[config.mk]
export PLATFORM = sky130hd
export DESIGN_NAME = ual_seq
export DESIGN_NICKNAME = d
export VERILOG_FILES = /design/src/rtl/ual_seq.sv
export SDC_FILE = /design/constraint.sdc
export NUM_CORES = 1
export LEC_CHECK = 0
export BUFFER_PORTS_ARGS = -buffer_cell sky130_fd_sc_hd__buf_2
export CORE_MARGIN = 1
export CORE_UTILIZATION = 53
export CTS_CLUSTER_DIAMETER = 30
export DETAILED_ROUTE_END_ITERATION = 16
export GPL_TIMING_DRIVEN = 1
export PLACE_DENSITY = 0.76
export SLEW_MARGIN = 5
export SYNTH_ARGS = -nofsm -noshare
export SYNTH_HDL_FRONTEND = slang
export SYNTH_SLANG_ARGS = --single-unit
export TNS_END_PERCENT = 100
[constraint.sdc]
create_clock -name clk -period 3.9 [get_ports clk]
set_input_delay 0.195 -clock clk [delete_from_list [all_inputs] [get_ports clk]]
set_output_delay 0.195 -clock clk [all_outputs]
set_load 0.03 [all_outputs]
[src/rtl/ual_seq.sv]
// Multi-cycle ALU with start/busy/done handshake and signed Booth radix-2 multiplier.
// Define UAL_SEQ_DIV_EN to include the unsigned restoring divider on opcode 9.
module ual_seq #(
   parameter int W = 4
) (
   input  logic           clk,
   input  logic           rst,
   input  logic           start,
   input  logic [3:0]     op,
   input  logic [W-1:0]   a,
   input  logic [W-1:0]   b,
   output logic           busy,
   output logic           done,
   output logic [2*W-1:0] c,
   output logic           err
);

   localparam int CW = $clog2(W + 1);

   localparam logic [3:0] OP_ADD = 4'd0;
   localparam logic [3:0] OP_SUB = 4'd1;
   localparam logic [3:0] OP_AND = 4'd2;
   localparam logic [3:0] OP_OR  = 4'd3;
   localparam logic [3:0] OP_XOR = 4'd4;
   localparam logic [3:0] OP_NOT = 4'd5;
   localparam logic [3:0] OP_SHL = 4'd6;
   localparam logic [3:0] OP_SHR = 4'd7;
   localparam logic [3:0] OP_MUL = 4'd8;
   localparam logic [3:0] OP_DIV = 4'd9;

   typedef enum logic [1:0] {IDLE, EXEC, ITER, FIN} state_t;

   state_t         state, state_nx;
   logic [3:0]     op_r;
   logic [W-1:0]   a_r, b_r;
   logic [CW-1:0]  cnt;
   logic [W:0]     acc;
   logic [W-1:0]   q;
   logic           q_m1;
   logic           iter_op;
   logic [W:0]     a_ext, booth_sum;
   logic [W-1:0]   sub_d;
   logic [2*W-1:0] alu_c;
   logic           alu_err;
`ifdef UAL_SEQ_DIV_EN
   logic [W-1:0]   rem, rem_nx, div_diff;
   logic [W:0]     div_sh;
   logic           div_ge;
`endif

`ifdef UAL_SEQ_DIV_EN
   assign iter_op = (op == OP_MUL) || (op == OP_DIV);
`else
   assign iter_op = (op == OP_MUL);
`endif

   always_ff @(posedge clk) begin
      if (rst) state <= IDLE;
      else     state <= state_nx;
   end

   // ITER spends W edges iterating plus one edge writing the result back
   always_comb begin
      state_nx = state;
      busy     = (state != IDLE);
      case (state)
         IDLE: if (start) state_nx = iter_op ? ITER : EXEC;
         EXEC: state_nx = FIN;
         ITER: if (cnt == CW'(W)) state_nx = FIN;
         FIN:  state_nx = IDLE;
         default: state_nx = IDLE;
      endcase
   end

   always_comb begin
      a_ext = {a_r[W-1], a_r};
      case ({q[0], q_m1})
         2'b01:   booth_sum = acc + a_ext;
         2'b10:   booth_sum = acc - a_ext;
         default: booth_sum = acc;
      endcase
   end

`ifdef UAL_SEQ_DIV_EN
   always_comb begin
      div_sh   = {rem, q[W-1]};
      div_ge   = (div_sh >= {1'b0, b_r});
      div_diff = div_sh[W-1:0] - b_r;
      rem_nx   = div_ge ? div_diff : div_sh[W-1:0];
   end
`endif

   always_comb begin
      alu_c   = '0;
      alu_err = 1'b0;
      sub_d   = a_r - b_r;
      case (op_r)
         OP_ADD: alu_c = {{(W-1){1'b0}}, {1'b0, a_r} + {1'b0, b_r}};
         OP_SUB: alu_c = {{W{sub_d[W-1]}}, sub_d};
         OP_AND: alu_c = {{W{1'b0}}, a_r & b_r};
         OP_OR:  alu_c = {{W{1'b0}}, a_r | b_r};
         OP_XOR: alu_c = {{W{1'b0}}, a_r ^ b_r};
         OP_NOT: alu_c = {{W{1'b0}}, ~a_r};
         OP_SHL: alu_c = {{W{1'b0}}, a_r} << b_r;
         OP_SHR: alu_c = {{W{1'b0}}, a_r >> b_r};
         default: begin
            alu_c   = '0;
            alu_err = 1'b1;
         end
      endcase
   end

   always_ff @(posedge clk) begin
      if (rst) begin
         done <= 1'b0;
         c    <= '0;
         err  <= 1'b0;
         op_r <= '0;
         a_r  <= '0;
         b_r  <= '0;
         cnt  <= '0;
         acc  <= '0;
         q    <= '0;
         q_m1 <= 1'b0;
`ifdef UAL_SEQ_DIV_EN
         rem  <= '0;
`endif
      end else begin
         done <= (state == FIN);
         case (state)
            IDLE: if (start) begin
               op_r <= op;
               a_r  <= a;
               b_r  <= b;
               cnt  <= '0;
               acc  <= '0;
               q_m1 <= 1'b0;
`ifdef UAL_SEQ_DIV_EN
               rem  <= '0;
               q    <= (op == OP_DIV) ? a : b;
`else
               q    <= b;
`endif
            end
            EXEC: begin
               c   <= alu_c;
               err <= alu_err;
            end
            ITER: begin
               if (cnt == CW'(W)) begin
`ifdef UAL_SEQ_DIV_EN
                  if (op_r == OP_DIV) begin
                     c   <= {rem, q};
                     err <= (b_r == '0);
                  end else begin
                     c   <= {acc[W-1:0], q};
                     err <= 1'b0;
                  end
`else
                  c   <= {acc[W-1:0], q};
                  err <= 1'b0;
`endif
               end else begin
                  cnt <= cnt + CW'(1);
`ifdef UAL_SEQ_DIV_EN
                  if (op_r == OP_DIV) begin
                     rem <= rem_nx;
                     q   <= {q[W-2:0], div_ge};
                  end else begin
                     acc  <= {booth_sum[W], booth_sum[W:1]};
                     q    <= {booth_sum[0], q[W-1:1]};
                     q_m1 <= q[0];
                  end
`else
                  acc  <= {booth_sum[W], booth_sum[W:1]};
                  q    <= {booth_sum[0], q[W-1:1]};
                  q_m1 <= q[0];
`endif
               end
            end
            default: ;
         endcase
      end
   end

endmodule

[Word-level counts from Yosys, hierarchy flattened]
Index checks and enable logic that the tools add are counted.
Operators by class
  $add $sub $neg: 5
  eq/ne operators: 17
  shift operators: 2
  mux-type cells: 23
  bitwise logic cells: 4
  reduce and logical (&&, ||, !) cells: 10
Operators by type and width (number)
  one-hot mux 8 bit (8 select lines): 1
  one-hot mux 5 bit (2 select lines): 2
  equality test 4 x 3 -> 1 bit, second input constant: 4
  one-hot mux 8 bit (2 select lines): 1
  2-to-1 mux 5 bit: 2
  equality test 4 x 2 -> 1 bit, second input constant: 2
  2-to-1 mux 4 bit: 2
  2-to-1 mux 8 bit: 1
  one-hot mux 2 bit (4 select lines): 1
  one-hot mux 4 bit (2 select lines): 1
  OR reduction 8 bit: 1
  << shifter 4 x 4 -> 8 bit: 1
  equality test 2 bit, second input constant: 3
  2-to-1 mux 2 bit: 3
  2-to-1 mux 3 bit: 2
  != test 2 bit, second input constant: 3
  one-hot mux 3 bit (2 select lines): 1
  AND reduction 2 bit: 3
  nonzero test 2 bit: 3
  adder 4 x 4 -> 5 bit: 1
  adder 5 bit: 1
  subtractor 5 bit: 1
  bitwise AND 4 bit: 1
  equality test 2 x 1 -> 1 bit, second input constant: 2
  14 further kinds: 18
Storage, ports and cells
  register bits after elaboration: 37
  bits of input ports: 15
  output and inout port bits: 11
  logic and storage cells: 72

[Longest topological paths before layout]
Gate-level depths: netlist (run 1).
  depth in word-level cells: 4
  mapped depth: 11
  mapped depth without buffers: 10

[Worst setup path after synthesis (run 1)]
No wires, ideal clock.
  path type: register to register
  start: register a_r[1]
  end: register acc[2]
  setup time: 0.078 ns
  arrival time: 2.304 ns
  data required time: 3.822 ns
  path slack: 1.519 ns
  stages on the path, launching flop included: 12
  path buffers: 1
  period minus slack after synthesis: 2.381 ns
  cell sequence: dfxtp_1 > buf_4 > inv_1 > ha_1 > mux2_2 > inv_1 > ha_1 > nor2b_1 > o21a_1 > o21a_1 > o31a_1 > nor3_1
On the way
  word-level cells in the longest chain between the ends: 4
  elaborated cells on any way between the ends: 5
  those cells by class: add/sub (2); mux (3)
Ends and longest elaborated chain
  start, declared: RTL line 35  | logic [W-1:0] a_r, b_r;
  start signal, assigned: RTL line 119  | a_r <= '0;
  start signal, assigned: RTL line 133  | a_r <= a;
  subtractor 5 bit / adder 5 bit (equally long branches): RTL line 79, 78
  one-hot mux 5 bit (2 select lines) *: RTL line 77  | case ({q[0], q_m1})
  2-to-1 mux 5 bit *: RTL line 150  | if (cnt == CW'(W)) begin
  one-hot mux 5 bit (2 select lines) *: RTL line 130  | case (state)
  end signal, assigned: RTL line 175  | acc <= {booth_sum[W], booth_sum[W:1]};
  end, declared: RTL line 37  | logic [W:0] acc;
Mark *: on every way between the ends. The rest lies on a longest branch, timed or not. The select of a mux whose other input is x is not followed.
A chain may end at the register's enable or synchronous reset.

[Worst setup path in the final report (run 1)]
Ends and elaborated chain as after synthesis.

==> results.cfg, run 1 <==
[placed_design]
post-place-ws_ns = 1.26
dpl.hpwl_um = 5050
placed_cells = 416
io_buffers = 25
placed_cell_area_um2 = 2880
gp_congestion = 0.866

[yosys]
synth_ff_type = dfxtp_1
netlist_area_um2 = 2790
yosys.area_share.simple_pct = 19.9
synthMuxAreaShare_pct = 6.18
synth_seq_cells = 36
synth_top_family_by_area = compound AO/OA/AOI/OAI gates
yosys.area.top_type_share_pct = 25.8
synth-adder-area-share_pct = 12.9
netlist_instances = 343
synth_warnings = 0
synth-xor-area-share_pct = 3.14
synth_edf_count = 0
synth-seq-area-share_pct = 25.8
synth.area.top_cells = dfxtp_1 (26%), ha_1 (11%), a21oi_1 (6.8%)
postSynthAreaPerCell_um2 = 8.14
netlist-cell-type-count = 60
synth_compound_area_share_pct = 24.0
yosysTopAreaCell = dfxtp_1
synth.net_count = 385
async_flop_share_pct = 0

[sta]
period_needed_ns = 2.69
slew_violations = 0
max_freq_mhz = 372
maxSlewHeadroom_pct = 30.5
post-route-period-util_pct = 68.9
setup_viol = 0
fin_ws_ns = 1.21
rsz0062_at_grt = false
hold_viol = 0
worst_slew_pin_slew_ns = 1.04
timing.hold.ws_ns = 0.132
finalSetupTns_ns = 0
fin_skew_ns = 0.0125

[worst_setup_path]
r2r_cells = 10
worstPathMaxFanout = 13
cp-end-kind = register
crit_path_top_delay_cell = dfxtp_1
path_cells = inv_1 > ha_1 > mux2_2 > inv_1 > ha_1 > nor2b_1 > o21a_1 > o21a_1 > o31a_1 > nor3_1
path_depth = 10
cp-start-kind = register
cp.required_ns = 4.12
reg2reg_setup_slack_ns = 1.21
critPathTopFamily = flip-flops
setup.worst_path.class = register to register
critPathBufInv = 2
crit_start = a_r[1]$_SDFFE_PP0P_
slowest_delay_ns = 0.64
r2r_end = acc[2]$_SDFFE_PP0P_
critPathArrivalTime_ns = 2.90
r2r_start = a_r[1]$_SDFFE_PP0P_

[hold_path]
min_to = a_r[2]$_SDFFE_PP0P_
hold_class = primary input to register
min_from = a[2]
whs_path_depth = 3

[global_routing]
grt_max_degree = 36
grt.overflow.total = 0
antenna_found_initial = 0
globalRouteTotalUtil_pct = 26.7
grt_pass1_vias = 2306
grt_pass1_wl_um = 11100

[routing]
viasPerCell = 6.01
firstDrtPassIters = 11
wl_per_cell_um = 16.1
detail-route-antenna-nets = 0
drc_errors = 1
drt_iter0_drc = 225
wl_um = 6830
vias = 2548

[floorplanning]
start_util_pct = 55.0
floorplan.die_area_um2 = 5560
core_area_um2 = 5070
rows = 26
die_h_um = 74.6
dieWidth_um = 74.6
io_pins = 26

[run]
cap_violations = 0

[final_layout]
fin_area_um2 = 2990
stdcell_count = 424
fin_util_pct = 58.9
syn_to_final_growth_pct = 7.03
antenna_cells = 0
fillers = 466
nNetsFinal = 395
drive_above_1_share_pct = 13.3

[clocking]
clock-sinks = 36
cts-root-buf = clkbuf_8
cts_made_buffers = 5
clk_latency_ns = 0.29
ctsHoldBuffers = 0
post_cts_resized = 0
post_cts_buffers = 0
cts.path.max_buffers = 2
h-tree-depth = 2
clk_pin_slew_ns = 0.08
cts_tree = done

[pwr]
p_leak_nw = 1.22
vdd_drop_max_mv = 0.607
powerDensity_nw_per_um2 = 685
power_mw = 2.05

[run_status]
status = complete, but fails checks
violations = design-rule violations
## per-layer routing
| metal | up-vias | wire [um] | global-route usage, % |
|---|---|---|---|
| met5 | - | 0 | 0 |
| met3 | 18 | 359 | 5.42 |
| met1 | 1188 | 3290 | 37.2 |
| met4 | 0 | 144 | 9.22 |
| met2 | 100 | 3040 | 41.1 |
| li1 | 1242 | - | - |
## where the power goes
part | internal [mW] | leakage, nW | switching [mW]
sequential | 0.457 | 0.294 | 0.129
combinational | 0.429 | 0.875 | 0.704
clock | 0.189 | 0.0541 | 0.138
## sequential cells by signal (all words and copies together), names as in the netlist
name	flops
op_r	4
cnt	3
err	1
c	8
acc	4
b_r	4
q	4
q_m1	1
state	2
a_r	4
done	1
## synthesized netlist by cell type, drive strengths merged, types with 2 or more instances
| master | n |
|---|---|
| nand2 | 41 |
| a21oi | 39 |
| dfxtp | 36 |
| ha | 24 |
| inv | 24 |
| nor2 | 24 |
| buf | 13 |
| o21ai | 11 |
| clkbuf | 10 |
| mux2i | 9 |
| xnor2 | 9 |
| a211oi | 8 |
| a22oi | 8 |
| nor2b | 8 |
| a21o | 7 |
| nor3 | 7 |
| and2 | 5 |
| nand2b | 4 |
| o22ai | 4 |
| a222oi | 3 |
| fa | 3 |
| mux2 | 3 |
| nand3 | 3 |
| nor4 | 3 |
| a211o | 2 |
| a221oi | 2 |
| a311oi | 2 |
| a31oi | 2 |
| a32oi | 2 |
| mux4 | 2 |
| nand3b | 2 |
| nand4 | 2 |
| nor3b | 2 |
| o21a | 2 |
| or4 | 2 |
## how the worst max path moves through the flow
stage	end	slack [ns]
final	acc[2]$_SDFFE_PP0P_	1.21
after CTS	acc[2]$_SDFFE_PP0P_	1.25
after global routing	acc[2]$_SDFFE_PP0P_	1.00
after detailed placement	acc[2]$_SDFFE_PP0P_	1.26
after floorplan	acc[2]$_SDFFE_PP0P_	1.52
after global placement	acc[2]$_SDFFE_PP0P_	1.36
## area by class of cell
type / count / area (um^2) / share of cell area, %
clock buffers: 5 / 68.8 / 2.30
repair buffers: 26 / 133 / 4.44
inverters: 24 / 90.1 / 3.01
clock inverters: 3 / 42.5 / 1.42
multi-input cells: 260 / 1850 / 61.8
well taps: 70 / 87.6 / 2.93
flip-flops and latches: 36 / 721 / 24.1
## logic make-up after synthesis
group,after synthesis
and+or+nand+nor,108
DFF,36
muxes,14
adders and majority gates,27
AOI/OAI and AO/OA,101
xor gates and xnor gates,10
buffers and inverters,47
## tightest hold or removal path: cells and delay by family
family / cells / cell delay, ns
compound gates: 1 / 0.05
buf+inv: 1 / 0.09
simple gates: 1 / 0.05
## placed cells by master, fill, tap and decap left out, drive strengths merged, types with 4 or more instances in the layout
cell / count
a211oi: 8
a21o: 7
a21oi: 39
a22oi: 8
and2: 5
buf: 26
clkbuf: 5
dfxtp: 36
ha: 24
inv: 24
mux2i: 9
nand2: 41
nand2b: 4
nor2: 24
nor2b: 8
nor3: 7
o21ai: 11
o22ai: 4
xnor2: 9
(Power assumes the default switching activity.)
==> run 2: changes to the inputs <==
Settings changed: PLACE_DENSITY 0.76 to 0.79.
Clock period 3.9 ns to 2.21 ns, I/O delays scaled along.
==> run 2 against run 1 <==
  * The run now ends clean
  * Final cell count rose by 6.8%
  * First-iteration DRC count fell by 6.7%
  * Power is 89% higher
  * Global-route usage rose by 1.7 points
  * Sequential power is 65% higher
  * Critical endpoint unchanged
  * Largest cell class unchanged
==> results.cfg, run 2 (synthesized netlist as in run 1, its figures left out) <==
[floorplanning]
io_pins = 26
die_h_um = 74.6
rows = 26
dieWidth_um = 74.6
start_util_pct = 55.0
floorplan.die_area_um2 = 5560
core_area_um2 = 5070

[worst_setup_path]
cp.required_ns = 2.43
worstPathMaxFanout = 8
critPathArrivalTime_ns = 2.41
path_cells = buf_4 > buf_4 > mux2_4 > inv_2 > ha_1 > nor2b_1 > o21a_1 > o21a_1 > o31a_1 > nor3_1
crit_path_top_delay_cell = dfxtp_4
slowest_delay_ns = 0.35
setup.worst_path.class = register to register
cp-start-kind = register
cp-end-kind = register

[placed_design]
io_buffers = 25
post-place-ws_ns = -0.00872
gp_congestion = 0.924
dpl.hpwl_um = 5530

[pwr]
vdd_drop_max_mv = 0.976
p_leak_nw = 1.36
powerDensity_nw_per_um2 = 1190
power_mw = 3.87

[routing]
firstDrtPassIters = 5
vias = 2712
wl_um = 7630
drt_iter0_drc = 210
viasPerCell = 5.99
wl_per_cell_um = 16.8
drc_errors = 0
detail-route-antenna-nets = 0

[final_layout]
multiInputGateArea_um2 = 1920
largest_reg_flops = 8
drive_above_1_share_pct = 24.5
syn_to_final_growth_pct = 16.9
layout_commonest_cell = nand2_1
antenna_cells = 0
regArea_um2 = 732
top_register = c
fillers = 438
nNetsFinal = 424
final_cell_mix = nand2_1 (41), a21oi_1 (37), dfxtp_1 (31), buf_4 (30), buf_2 (25)

[sta]
fin_skew_ns = 0.00625
fin_ws_ns = 0.0153
slew_violations = 0
worst_slew_pin_slew_ns = 0.618
setup_viol = 0
maxSlewHeadroom_pct = 58.8
post-route-period-util_pct = 99.3
max_freq_mhz = 456
finalSetupTns_ns = 0
hold_viol = 0
period_needed_ns = 2.19

[global_routing]
grt.overflow.total = 0
grt_pass1_vias = 2411
globalRouteTotalUtil_pct = 28.4
grt_pass1_wl_um = 11700
grt_max_degree = 25
antenna_found_initial = 0

[hold_path]
hold_class = primary input to register

[clocking]
cts-root-buf = clkbuf_8
cts_tree = done
clock-sinks = 36
h-tree-depth = 2
cts_made_buffers = 5
cts.path.max_buffers = 2
clk_pin_slew_ns = 0.08
clk_latency_ns = 0.29

[run_status]
status = completed

[run]
cap_violations = 0
-- run 2: what timing repair did --
| item | CTS | global route |
|---|---|---|
| setup endpoints to repair | 2 | 5 |
| cloned | 0 | 0 |
| resized for setup | 5 | 16 |
| hold buffers | 0 | 0 |
| setup buffers | 1 | 1 |
| pin swaps | 3 | 10 |
-- run 2: worst paths after layout --
kind                            slack [ns]                  end  cells after the start                 from
worst max register to register        0.02  acc[2]$_SDFFE_PP0P_                     10  a_r[1]$_SDFFE_PP0P_
worst min-delay path                  0.05  a_r[1]$_SDFFE_PP0P_                      3                 a[1]
worst max-delay path                  0.02  acc[2]$_SDFFE_PP0P_                     10  a_r[1]$_SDFFE_PP0P_
worst min register to register        0.51    q_m1$_SDFFE_PP0P_                      2    q_m1$_SDFFE_PP0P_
-- run 2: layer usage --
layer	GRT usage [%]	share of wire [%]	vias to the layer above
li1	-	-	1296
met1	39.2	42	1261
met2	44.7	47	137
met3	5.01	8.3	18
met4	9.43	2.6	0
met5	0	0	-
-- run 2: critical path, delay by kind of cell (launching register included) --
kind,cells,cell delay [ns]
AOI/OAI and AO/OA,3,0.66
buffers and inverters,3,0.36
DFF,1,0.35
muxes,1,0.28
and+or+nand+nor,2,0.26
adders and majority gates,1,0.21
-- run 2: per-stage QoR --
step	utilization [%]	hold WS (ns)	std cells	area, um^2
floorplan	-	0.236	343	2820
global route	64.3	0.0482	453	3270
global placement	61.0	0.352	443	3090
detailed placement	61.0	0.358	443	3090
CTS	63.1	0.0516	452	3200
finish	64.3	0.0514	453	3270
-- run 2: layout make-up --
| type | count | share of cell area [%] |
|---|---|---|
| multi-input combinational | 260 | 58.7 |
| clock buffer | 7 | 2.34 |
| tap | 70 | 2.68 |
| sequential | 36 | 22.4 |
| timing repair buffer | 55 | 10.7 |
| inverter | 24 | 2.87 |
| clock inverter | 1 | 0.268 |
-- run 2: report_power, final --
part           leakage, nW  switching (mW)  internal [mW]
logic                 1.02            1.44          0.976
clock network       0.0424           0.263          0.226
registers            0.297           0.158          0.811
==> run 3: changes to the inputs <==
--- a/config.mk
+++ b/config.mk
@@ -9,3 +9,3 @@
 export CORE_MARGIN = 1
-export CORE_UTILIZATION = 53
+export CORE_UTILIZATION = 54
 export CTS_CLUSTER_DIAMETER = 30
@@ -13,3 +13,3 @@
 export GPL_TIMING_DRIVEN = 1
-export PLACE_DENSITY = 0.79
+export PLACE_DENSITY = 0.8
 export SLEW_MARGIN = 5
==> constraint.sdc (replaced) <==
create_clock -name clk -period 1.9 [get_ports clk]
set_input_delay 0.095 -clock clk [delete_from_list [all_inputs] [get_ports clk]]
set_output_delay 0.095 -clock clk [all_outputs]
set_load 0.1 [all_outputs]
==> run 3 against run 2 <==
  * The flow now finishes with violations (negative setup slack)
  * Register-to-register slack worse by 0.23 ns
  * Maximum frequency up 3.7%
  * Power up 34%
  * Final cell count up 2.4%
  * Global-route usage up 1.4 points
  * Via count up 1.3%
  * Sequential power up 15%
  * Critical endpoint is now c[1]$_SDFFE_PP0P_
  * Critical path type unchanged
  * Non-clock buffer count up 14
  * Core utilization up 7.0 points
  * Setup slack worse by 0.23 ns
==> results.cfg, run 3 (synthesized netlist as in run 1, its figures left out) <==
[run_status]
status = complete, but fails checks
violations = negative setup slack

[final_layout]
antenna_cells = 0
nNetsFinal = 438
largest_reg_flops = 8
layout_commonest_cell = buf_4
syn_to_final_growth_pct = 23.8
top_register = c
final_cell_mix = buf_4 (42), nand2_1 (41), a21oi_1 (35), dfxtp_1 (32), buf_2 (25)
drive_above_1_share_pct = 29.2

[global_routing]
antenna_found_initial = 0
grt_pass1_wl_um = 12200
grt_max_degree = 24
grt_pass1_vias = 2541
globalRouteTotalUtil_pct = 29.8
grt.overflow.total = 0

[floorplanning]
die_h_um = 73.9
start_util_pct = 57.6
core_area_um2 = 4850
dieWidth_um = 73.9
io_pins = 26
rows = 25
floorplan.die_area_um2 = 5460

[hold_path]
min_to = a_r[2]$_SDFFE_PP0P_
min_from = a[2]
hold_class = primary input to register
whs_path_depth = 3

[pwr]
vdd_drop_max_mv = 1.17
powerDensity_nw_per_um2 = 1500
p_leak_nw = 1.44

[clocking]
cts.path.max_buffers = 2
cts_tree = done
h-tree-depth = 2
cts-root-buf = clkbuf_8
clk_latency_ns = 0.30
clk_pin_slew_ns = 0.08
clock-sinks = 36
cts_made_buffers = 5

[sta]
timing.hold.ws_ns = 0.0274
fin_skew_ns = 0.00613
period_needed_ns = 2.12
slew_violations = 0
finalSetupTns_ns = -0.885
maxSlewHeadroom_pct = 66.7
worst_slew_pin_slew_ns = 0.499
post-route-period-util_pct = 111
fin_ws_ns = -0.217
rsz0062_at_grt = true
max_freq_mhz = 472
setup_viol = 5
hold_viol = 0

[worst_setup_path]
r2r_end = c[1]$_SDFFE_PP0P_
path_cells = buf_12 > ha_4 > fa_2 > mux4_2 > mux2_4 > a21oi_2 > a211oi_2
worstPathMaxFanout = 3
cp.required_ns = 2.06
r2r_cells = 7
cp-end-kind = register
critPathBufInv = 1
cp-start-kind = register
slowest_delay_ns = 0.45
crit_path_top_delay_cell = mux4_2
critPathArrivalTime_ns = 2.28
critPathTopFamily = multiplexers
r2r_start = a_r[0]$_SDFFE_PP0P_
setup.worst_path.class = register to register
reg2reg_setup_slack_ns = -0.22

[routing]
vias = 2746
wl_per_cell_um = 16.6
wl_um = 7690
viasPerCell = 5.92
drt_iter0_drc = 212
detail-route-antenna-nets = 0
drc_errors = 0
firstDrtPassIters = 5

[placed_design]
io_buffers = 25
dpl.hpwl_um = 5710
gp_congestion = 0.961
post-place-ws_ns = -0.268

[run]
cap_violations = 0
run 3: power by group:
group	internal (mW)	leakage, nW	total, mW	switching (mW)
combinational	1.26	1.10	3.49	2.22
clock	0.295	0.0445	0.596	0.301
sequential	0.944	0.296	1.11	0.168
total	2.50	1.44	5.19	2.69
run 3: worst reg2reg max path: stages (launching register included):
cell	delay (ns)
dfxtp_4	0.37
buf_12	0.12
ha_4	0.15
fa_2	0.40
mux4_2	0.45
mux2_4	0.28
a21oi_2	0.13
a211oi_2	0.08
run 3: metrics by stage:
step	power, mW	cells	util [%]	area (um^2)
final	5.19	464	71.3	3460
after global routing	5.52	464	71.3	3460
after CTS	5.07	460	69.6	3380
after detailed placement	4.40	448	66.3	3210
after global placement	4.32	448	66.3	3210
after floorplan	3.60	343	-	2870
run 3: cell type report:
| class | instances | area [um^2] |
|---|---|---|
| clock buffer | 7 | 86.3 |
| fill | 396 | 1390 |
| tap | 67 | 83.8 |
| clock inverter | 1 | 7.51 |
| timing repair buffer | 69 | 472 |
| sequential | 36 | 733 |
| multi-input combinational | 260 | 1980 |
| inverter | 24 | 98.8 |
run 3: timing repair:
item / 4_1_cts / 5_1_grt
hold buffers: 0 / 0
buffers inserted: 4 / 4
pin swaps: 14 / 8
resized for setup: 11 / 11
setup endpoints to repair: 11 / 13
run 3: how the worst max path moves through the flow:
stage	from	end	depth (start not counted)	slack, ns
5_1_grt	a_r[0]$_SDFFE_PP0P_	c[1]$_SDFFE_PP0P_	8	-0.27
4_1_cts	a_r[1]$_SDFFE_PP0P_	acc[2]$_SDFFE_PP0P_	10	-0.25
3_5_place_dp	a_r[0]$_SDFFE_PP0P_	c[1]$_SDFFE_PP0P_	8	-0.27
3_3_place_gp	a_r[0]$_SDFFE_PP0P_	c[1]$_SDFFE_PP0P_	8	-0.23
2_1_floorplan	a_r[1]$_SDFFE_PP0P_	acc[2]$_SDFFE_PP0P_	11	-0.22
6_report	a_r[0]$_SDFFE_PP0P_	c[1]$_SDFFE_PP0P_	7	-0.22
run 3: layer usage:
metal | share of wire (%) | vias up | GRT usage (%)
met4 | 2.7 | 0 | 12.6
met3 | 7.3 | 17 | 7.41
li1 | - | 1322 | -
met5 | 0 | - | 0
met2 | 47 | 123 | 48.1
met1 | 43 | 1284 | 37.8
